**src/rtl/ex_mem_stage_pkg.sv**
```systemverilog
// Shared definitions for the EX/MEM boundary: branch condition codes and
// entry field widths.
package ex_mem_stage_pkg;

  localparam int unsigned XLEN  = 32;
  localparam int unsigned REG_W = 5;
  localparam int unsigned F3_W  = 3;

  typedef enum logic [F3_W-1:0] {
    BR_BEQ  = 3'b000,
    BR_BNE  = 3'b001,
    BR_BLT  = 3'b100,
    BR_BGE  = 3'b101,
    BR_BLTU = 3'b110,
    BR_BGEU = 3'b111
  } br_funct3_e;

endpackage

```
**src/rtl/ex_mem_stage_branch_cond.sv**
```systemverilog
// Resolves a conditional branch from the ALU flags of (a - b).
module branch_cond
  import ex_mem_stage_pkg::*;
(
  input  logic [F3_W-1:0] funct3,
  input  logic            cf,
  input  logic            zf,
  input  logic            vf,
  input  logic            sf,
  output logic            cond
);

  always_comb begin
    cond = 1'b0;
    case (funct3)
      BR_BEQ:  cond = zf;
      BR_BNE:  cond = ~zf;
      BR_BLT:  cond = sf ^ vf;
      BR_BGE:  cond = ~(sf ^ vf);
      BR_BLTU: cond = ~cf;
      BR_BGEU: cond = cf;
      default: cond = 1'b0;
    endcase
  end

endmodule

```
**src/rtl/ex_mem_stage.sv**
```systemverilog
// EX->MEM pipeline stage: two-entry skid buffer (main + skid), branch
// resolution and a one-cycle PC redirect pulse.
module ex_mem_stage
  import ex_mem_stage_pkg::*;
#(
  parameter int unsigned CTRL_W = 8
) (
  input  logic              clk,
  input  logic              rst,
  input  logic              in_valid,
  output logic              in_ready,
  input  logic [XLEN-1:0]   alu_result,
  input  logic              cf,
  input  logic              zf,
  input  logic              vf,
  input  logic              sf,
  input  logic              is_branch,
  input  logic              is_jump,
  input  logic [F3_W-1:0]   funct3,
  input  logic [XLEN-1:0]   target_pc,
  input  logic [XLEN-1:0]   pc_plus4,
  input  logic [XLEN-1:0]   rs2_data,
  input  logic [REG_W-1:0]  rd,
  input  logic [CTRL_W-1:0] ctrl_in,
  input  logic              flush,
  output logic              out_valid,
  input  logic              out_ready,
  output logic [XLEN-1:0]   out_result,
  output logic [XLEN-1:0]   out_rs2_data,
  output logic [REG_W-1:0]  out_rd,
  output logic [CTRL_W-1:0] out_ctrl,
  output logic              redirect_valid,
  output logic [XLEN-1:0]   redirect_pc
);

  typedef struct packed {
    logic [XLEN-1:0]   result;
    logic [XLEN-1:0]   rs2_data;
    logic [REG_W-1:0]  rd;
    logic [CTRL_W-1:0] ctrl;
  } entry_t;

  entry_t main_q, skid_q, in_entry;
  logic   main_valid, skid_valid;
  logic   accept, fire, cond, taken;

  branch_cond u_branch_cond (
    .funct3 (funct3),
    .cf     (cf),
    .zf     (zf),
    .vf     (vf),
    .sf     (sf),
    .cond   (cond)
  );

  always_comb begin
    taken           = is_jump | (is_branch & cond);
    in_entry.result = is_jump ? pc_plus4 : alu_result;
    in_entry.rs2_data = rs2_data;
    in_entry.rd     = rd;
    in_entry.ctrl   = ctrl_in;
    accept          = in_valid & in_ready;
    fire            = main_valid & out_ready;
  end

  // in_ready depends only on the skid flop, so EX never sees a comb path from out_ready.
  always_ff @(posedge clk) begin
    if (rst) begin
      main_valid     <= 1'b0;
      skid_valid     <= 1'b0;
      main_q         <= '0;
      skid_q         <= '0;
      redirect_valid <= 1'b0;
      redirect_pc    <= '0;
    end else begin
      redirect_valid <= accept & taken & ~flush;
      if (accept & taken & ~flush) begin
        redirect_pc <= target_pc;
      end
      if (flush) begin
        main_valid <= 1'b0;
        skid_valid <= 1'b0;
      end else if (skid_valid) begin
        if (fire) begin
          main_q     <= skid_q;
          skid_valid <= 1'b0;
        end
      end else if (accept) begin
        if (!main_valid || fire) begin
          main_q     <= in_entry;
          main_valid <= 1'b1;
        end else begin
          skid_q     <= in_entry;
          skid_valid <= 1'b1;
        end
      end else if (fire) begin
        main_valid <= 1'b0;
      end
    end
  end

  always_comb begin
    in_ready     = ~skid_valid;
    out_valid    = main_valid;
    out_result   = main_q.result;
    out_rs2_data = main_q.rs2_data;
    out_rd       = main_q.rd;
    out_ctrl     = main_q.ctrl;
  end

endmodule
```
**config.mk**
```make
export PLATFORM = sky130hd
export DESIGN_NAME = ex_mem_stage
export DESIGN_NICKNAME = d
export VERILOG_FILES = /design/src/rtl/ex_mem_stage_pkg.sv /design/src/rtl/ex_mem_stage_branch_cond.sv /design/src/rtl/ex_mem_stage.sv
export SDC_FILE = /design/constraint.sdc
export NUM_CORES = 1
export LEC_CHECK = 0
export ABC_AREA = 1
export BUFFER_PORTS_ARGS = -buffer_cell sky130_fd_sc_hd__buf_2
export CAP_MARGIN = 20
export CORE_ASPECT_RATIO = 1.4
export CORE_MARGIN = 8
export CORE_UTILIZATION = 35
export CTS_CLUSTER_DIAMETER = 40
export CTS_CLUSTER_SIZE = 10
export DETAILED_ROUTE_END_ITERATION = 10
export PLACE_DENSITY = 0.59
export SYNTH_ARGS = -nofsm -noshare
export SYNTH_HDL_FRONTEND = slang
export SYNTH_SLANG_ARGS = --single-unit
```
**constraint.sdc**
```tcl
create_clock -name clk -period 1.55 [get_ports clk]
set_input_delay 0 -clock clk [delete_from_list [all_inputs] [get_ports clk]]
set_output_delay 0 -clock clk [all_outputs]
set_load 0.02 [all_outputs]
```
== Word level (Yosys, flattened, before mapping) ==
Cells that the tools add are included.

* Mux-type cells: 13
* $mul: 0
* Shift-type cells: 0
* Div/mod/pow operators: 0
* Eq/ne operators: 7
* Reduce and logical (&&, ||, !) cells: 10
* Add/sub/neg operators: 0
* Bitwise gates (word level): 13
* Order comparisons: 0

{| class="wikitable"
|+ Operators by type and width
! kind !! number
|-
| two-way mux 77 bit || 4
|-
| two-way mux 32 bit || 1
|-
| == test 3 bit (second input constant) || 4
|-
| AND reduction 4 bit || 2
|-
| two-way mux 1 bit || 7
|-
| NOT 1 bit || 6
|-
| case mux 1 bit (6 select lines) || 1
|-
| nonzero test 2 bit || 3
|-
| AND 1 bit || 5
|-
| != test 2 x 1 -> 1 bit (second input constant) || 2
|-
| == test 3 x 1 -> 1 bit (second input constant) || 1
|-
| logical NOT 3 bit || 1
|-
| AND reduction 3 bit || 1
|-
| OR reduction 2 bit || 1
|-
| logical NOT 1 bit || 1
|-
| logical OR 1 bit || 1
|-
| bitwise OR 1 bit || 1
|-
| bitwise XOR 1 bit || 1
|}

* Memories kept: 0
* Memory bits (read-only): 0
* Bits in registers: 189
* Bits in writable memories: 0
* Output and inout bits: 112
* Logic and storage cells: 55
* Latch bits: 0
* Bits of input ports: 155

== Longest topological paths before layout ==
* Depth after elaboration: 7
* Depth in mapped cells: 13
* Gate-level depth less buffers: 11

== By module ==
Synthesis repeated with hierarchy kept, for this count alone.

* Cells, all modules: 1569
* Area total of the unflattened synthesis: 9300.2 um^2

{| class="wikitable"
|+ Modules (own cells, without submodules)
! module !! times used !! cells an instance !! sequential area each (um^2) !! area an instance (um^2)
|-
| ex_mem_stage || 1 || 1542 || 3783.6 || 9188.8
|-
| branch_cond || 1 || 27 || 0.0 || 111.4
|}

== Worst setup path after synthesis ==
Ideal clock, no wire load.

* Path kind: reg-to-reg
* From: register main_valid, in the netlist out_valid
* To: register skid_q[10] (netlist name)
* Stages on the path, launching flop included: 10
* Required time: 1.434 ns
* Data arrival time: 1.338 ns
* Buffers on the path: 2
* Library setup time: 0.116 ns
* Period minus slack after synthesis: 1.454 ns
* Slack: 0.096 ns
* Cell sequence: dfxtp_1 > inv_2 > nor2_4 > inv_2 > nor2_1 > buf_4 > inv_2 > buf_2 > nor2_1 > nor2_1

* Cells in the longest elaborated chain, start to end: 4
* Elaborated cells on any way between the ends: 5
* Classes of those cells: bitwise: 2; reduce/logical: 3

{| class="wikitable"
|+ RTL lines
! what !! RTL line !! RTL
|-
| start, declared || ex_mem_stage.sv:44 || <nowiki>logic main_valid, skid_valid;</nowiki>
|-
| start signal, assigned || ex_mem_stage.sv:69 || <nowiki>main_valid <= 1'b0;</nowiki>
|-
| start signal, assigned || ex_mem_stage.sv:81 || <nowiki>main_valid <= 1'b0;</nowiki>
|-
| start signal, assigned || ex_mem_stage.sv:91 || <nowiki>main_valid <= 1'b1;</nowiki>
|-
| AND 1 bit or logical NOT 1 bit (tied branches) || ex_mem_stage.sv:63, ex_mem_stage.sv:89 ||
|-
| logical OR 1 bit (*) || ex_mem_stage.sv:89 || <nowiki>if (!main_valid || fire) begin</nowiki>
|-
| NOT 1 bit (no line) (*) || -- ||
|-
| AND reduction 4 bit (no line) (*) || -- ||
|-
| end signal, assigned || ex_mem_stage.sv:93 || <nowiki>skid_q <= in_entry;</nowiki>
|-
| end, declared || ex_mem_stage.sv:43 || <nowiki>entry_t main_q, skid_q, in_entry;</nowiki>
|}

Every way passes the cells marked *; elsewhere a longest branch is shown, timed or not.
A chain may end at the register's enable or synchronous reset.

== Worst setup path after layout ==
* From: register skid_valid
* To: register main_q, in the netlist out_result[25]

* Cells in the longest elaborated chain, start to end: 4
* Elaborated cells on any way between the ends: 7
* Classes of those cells: eq/ne: 1; mux: 1; bitwise: 2; reduce/logical: 3

{| class="wikitable"
|+ RTL lines
! what !! RTL line !! RTL
|-
| start, declared || ex_mem_stage.sv:44 ||
|-
| start signal, assigned || ex_mem_stage.sv:70 || <nowiki>skid_valid <= 1'b0;</nowiki>
|-
| start signal, assigned || ex_mem_stage.sv:82 || <nowiki>skid_valid <= 1'b0;</nowiki>
|-
| start signal, assigned || ex_mem_stage.sv:86 || <nowiki>skid_valid <= 1'b0;</nowiki>
|-
| NOT 1 bit (no line) || -- ||
|-
| AND 1 bit || ex_mem_stage.sv:62 || <nowiki>accept = in_valid & in_ready;</nowiki>
|-
| nonzero test 2 bit (no line) || -- ||
|-
| AND reduction 4 bit (no line) || -- ||
|-
| end signal, assigned || ex_mem_stage.sv:85 || <nowiki>main_q <= skid_q;</nowiki>
|-
| end signal, assigned || ex_mem_stage.sv:90 || <nowiki>main_q <= in_entry;</nowiki>
|-
| end, declared || ex_mem_stage.sv:43 ||
|}

Parallel ways exist; a longest one is shown, timed or not.

==> reports/results.ini <==
[cells_and_area]
final_layout_size_suffix_gt1_frac = 0.260
finalNetCount = 1552
area_growth_syn_to_layout_pct = 45.0
finalNonFillerCells = 1711
antenna_cells_inserted = 0

[detailed_routing]
met3WireLength_um = 1700
met1_length_um = 11100
detailed_router_iteration_count_before_antenna_repair = 4
totalWireLength_um = 26000
ant_nets = 0
viasPerCell = 4.80
highest_layer = met5
met2RoutedLength_um = 12600
dr.first_iter.drc_count = 352
wl_per_cell_um = 15.2
route.detailed.drc = 0
detailroute.via_count = 8206

[run_status]
run_status = finished clean

[job]
timing.max_cap.violations = 0

[pwr]
portion_of_total_power_attributed_to_sequential_cells = 0.454
power_switching_share = 0.282
power_switching_w = 0.00323
power.static_leakage_nw = 5.26
internal_dissipation_w = 0.00822
power.combinational.fraction = 0.158
powerDensity_mw_per_mm2 = 1000
peakVddDrop_mv = 0.668
clock_power_share = 0.388

[placed_design]
place_hpwl_um = 16700
finalWeightedCongestion = 0.869
numPortBuffers = 266
place.detailed.instances = 1562

[sta]
tightest_slew_ps = 577
rsz0062_at_grt = false
period_needed_ps = 1450
final.setup_skew_ps = 13.7
final_setup_viols = 0
slew-limit-headroom = 0.615
clock.fmax_mhz = 689
hold_violations = 0
setup_total_negative_slack_ps = 0
final_max_slew_viol_count = 0
period_share = 0.937

[critical_path]
path_cells = nor2_2 -> clkinv_1 -> o21ai_2 -> nor3_4 -> buf_12 -> inv_1 -> buf_12 -> nor2_1 -> nor2_1
worst_setup_path_start_kind = register
cp.required_ps = 1870
cpLargestDelayFamily = simple AND/OR/NAND/NOR gates
cp_max_fo = 14
critPathCaptureType = register
worst_path_max_delay_cell = sky130_fd_sc_hd__dfxtp_4
critical_path_buf_inv_count = 4
slowest_delay_ps = 380
timing.setup.critical_path_class = register to register
worst-endpoint-arrival_ps = 1770

[global_routing]
grt_pass1_vias = 8138
grt_pass1_wl_um = 40800
overflow = 0
global_route.usage.total = 0.181
grt_antenna_before_repair = 1
grt_start_max_net_pins = 74

[cts]
clk_path_buf_depth = 2
clockRootBuffer = sky130_fd_sc_hd__clkbuf_16
clk_transition_reported_paths_ps = 80
tritoncts_clock_tree = yes
clkLatencyLatePin_ps = 430
cts_num_sinks = 189
depth_of_the_cts_h_tree = 4
tritoncts.num_buffers = 17

[die]
die-height_um = 194
io_pins = 267
floorplan.rows = 65
die_boundary_width_um = 143
initial_utilization = 0.352
fp.dieArea_mm2 = 0.0276
core_region_area_mm2 = 0.0224

[synthesis]
yosys_warnings = 0
synth_top_family_by_area = compound AO/OA/AOI/OAI gates
simple_gate_fraction_of_synth_area = 0.210
synth-xor-area-share = 0
synthesis.area_mm2 = 0.00788
syn-num-nets = 1210
netlist_instances = 1055
synth_adder_area_share = 0
register_bit_total_from_synthesis = 189
area_fraction_in_compound_gates_after_synthesis = 0.217
synthDistinctLibCells = 25
synth_mux_area_frac = 0.0178
synth_sequential_area_ratio = 0.480
post_synth.cell_area_avg_um2 = 7.47

[min_path]
worst_hold_path_type = primary input to register

-- cells in the final DEF (no fill, tap or decap), types with 14 or more instances in the layout --
cell type,instances
sky130_fd_sc_hd__a211oi_1,32
sky130_fd_sc_hd__a21oi_1,53
sky130_fd_sc_hd__a31oi_1,45
sky130_fd_sc_hd__buf_12,15
sky130_fd_sc_hd__buf_2,266
sky130_fd_sc_hd__buf_4,16
sky130_fd_sc_hd__clkbuf_16,20
sky130_fd_sc_hd__dfxtp_1,187
sky130_fd_sc_hd__dlygate4sd3_1,111
sky130_fd_sc_hd__inv_1,41
sky130_fd_sc_hd__mux2i_1,14
sky130_fd_sc_hd__nand2_1,166
sky130_fd_sc_hd__nand3_1,35
sky130_fd_sc_hd__nor2_1,184
sky130_fd_sc_hd__o21a_1,18
sky130_fd_sc_hd__o21ai_0,135
sky130_fd_sc_hd__o21ai_1,19
sky130_fd_sc_hd__or2_2,18
-- Yosys cell counts --
cell type / n / area [um^2]
sky130_fd_sc_hd__a211oi_1: 32 / 240
sky130_fd_sc_hd__a21oi_1: 53 / 265
sky130_fd_sc_hd__a31oi_1: 45 / 282
sky130_fd_sc_hd__buf_1: 4 / 15.0
sky130_fd_sc_hd__buf_2: 33 / 165
sky130_fd_sc_hd__buf_4: 9 / 67.6
sky130_fd_sc_hd__clkbuf_1: 42 / 158
sky130_fd_sc_hd__clkbuf_2: 1 / 5.00
sky130_fd_sc_hd__clkinv_1: 1 / 3.75
sky130_fd_sc_hd__dfxtp_1: 189 / 3780
sky130_fd_sc_hd__inv_1: 44 / 165
sky130_fd_sc_hd__inv_2: 3 / 11.3
sky130_fd_sc_hd__mux2i_1: 14 / 140
sky130_fd_sc_hd__nand2_1: 167 / 627
sky130_fd_sc_hd__nand3_1: 36 / 180
sky130_fd_sc_hd__nor2_1: 187 / 702
sky130_fd_sc_hd__nor2_4: 1 / 11.3
sky130_fd_sc_hd__nor3_1: 1 / 5.00
sky130_fd_sc_hd__nor3_4: 1 / 16.3
sky130_fd_sc_hd__o21a_1: 18 / 135
sky130_fd_sc_hd__o21ai_0: 137 / 686
sky130_fd_sc_hd__o21ai_1: 17 / 85.1
sky130_fd_sc_hd__o21ai_2: 1 / 8.76
sky130_fd_sc_hd__o21bai_1: 1 / 7.51
sky130_fd_sc_hd__or2_2: 18 / 113
-- layer usage --
metal	track usage	vias to the layer above
li1	-	4194
met1	0.209	3723
met2	0.314	250
met3	0.0471	37
met4	0.0640	2
met5	0	-
-- per-stage QoR --
step / utilization / instance area [um^2] / power [W] / setup slack [ps] / hold slack [ps]
2_1_floorplan: - / 7880 / 0.00619 / 96.4 / 135
3_3_place_gp: 0.429 / 9600 / 0.00685 / 107 / 239
3_5_place_dp: 0.429 / 9600 / 0.00686 / 84.5 / 246
4_1_cts: 0.506 / 11300 / 0.0116 / 38.5 / 4.23
5_1_grt: 0.511 / 11400 / 0.0120 / 2.40 / 26.3
6_report: 0.511 / 11400 / 0.0114 / 98.3 / 17.5
-- worst min-delay path, delay by kind of cell --
kind            cells  cell delay [ps]
compound gates      2              320
buf+inv             1               70
-- logic make-up (layout without fill, tap and decap cells) --
family                 after synthesis  count (layout)
DFF                                189             189
and+or+nand+nor                    411             411
muxes                               14              14
AOI/OAI and AO/OA                  304             304
buffers and inverters              137             492
-- sequential cells by signal, indices dropped and copies added (netlist names) --
register,count
skid_q,77
out_result,32
out_rs2_data,32
redirect_pc,32
out_ctrl,8
out_rd,5
out_valid,1
redirect_valid,1
skid_valid,1
-- layout make-up --
cell class / instances / area, um^2
multi-input cells: 729 / 3520
well taps: 301 / 377
repair buffers: 412 / 2950
clock buffers: 18 / 429
clock inverters: 14 / 173
flip-flops and latches: 189 / 3790
fillers: 2143 / 10900
inverters: 48 / 183
-- final timing paths --
| kind | startpoint | endpoint | slack [ps] | depth (start not counted) |
|---|---|---|---|---|
| worst max-delay path | skid_valid | out_result[25] | 100 | 9 |
| worst min-delay path | alu_result[4] | skid_q[49] | 20 | 3 |
| worst max register to register | skid_valid | out_result[25] | 100 | 9 |
| worst min register to register | skid_q[20] | out_rs2_data[7] | 470 | 2 |
-- timing repair --
item | CTS | global route
hold buffers | 111 | 0
endpoints found under the hold margin | 142 | 0
resized for setup | 0 | 8
setup endpoints to repair | 0 | 52
buffers inserted | 0 | 3
-- power by group through the flow --
stage	combinational (W)	clock [W]	sequential, W
floorplan	0.000652	0	0.00554
global placement	0.00155	0	0.00530
detailed placement	0.00156	0	0.00530
CTS	0.00179	0.00458	0.00519
global route	0.00198	0.00477	0.00522
finish	0.00181	0.00444	0.00520
Note: power is estimated with default switching activity, not from simulation.
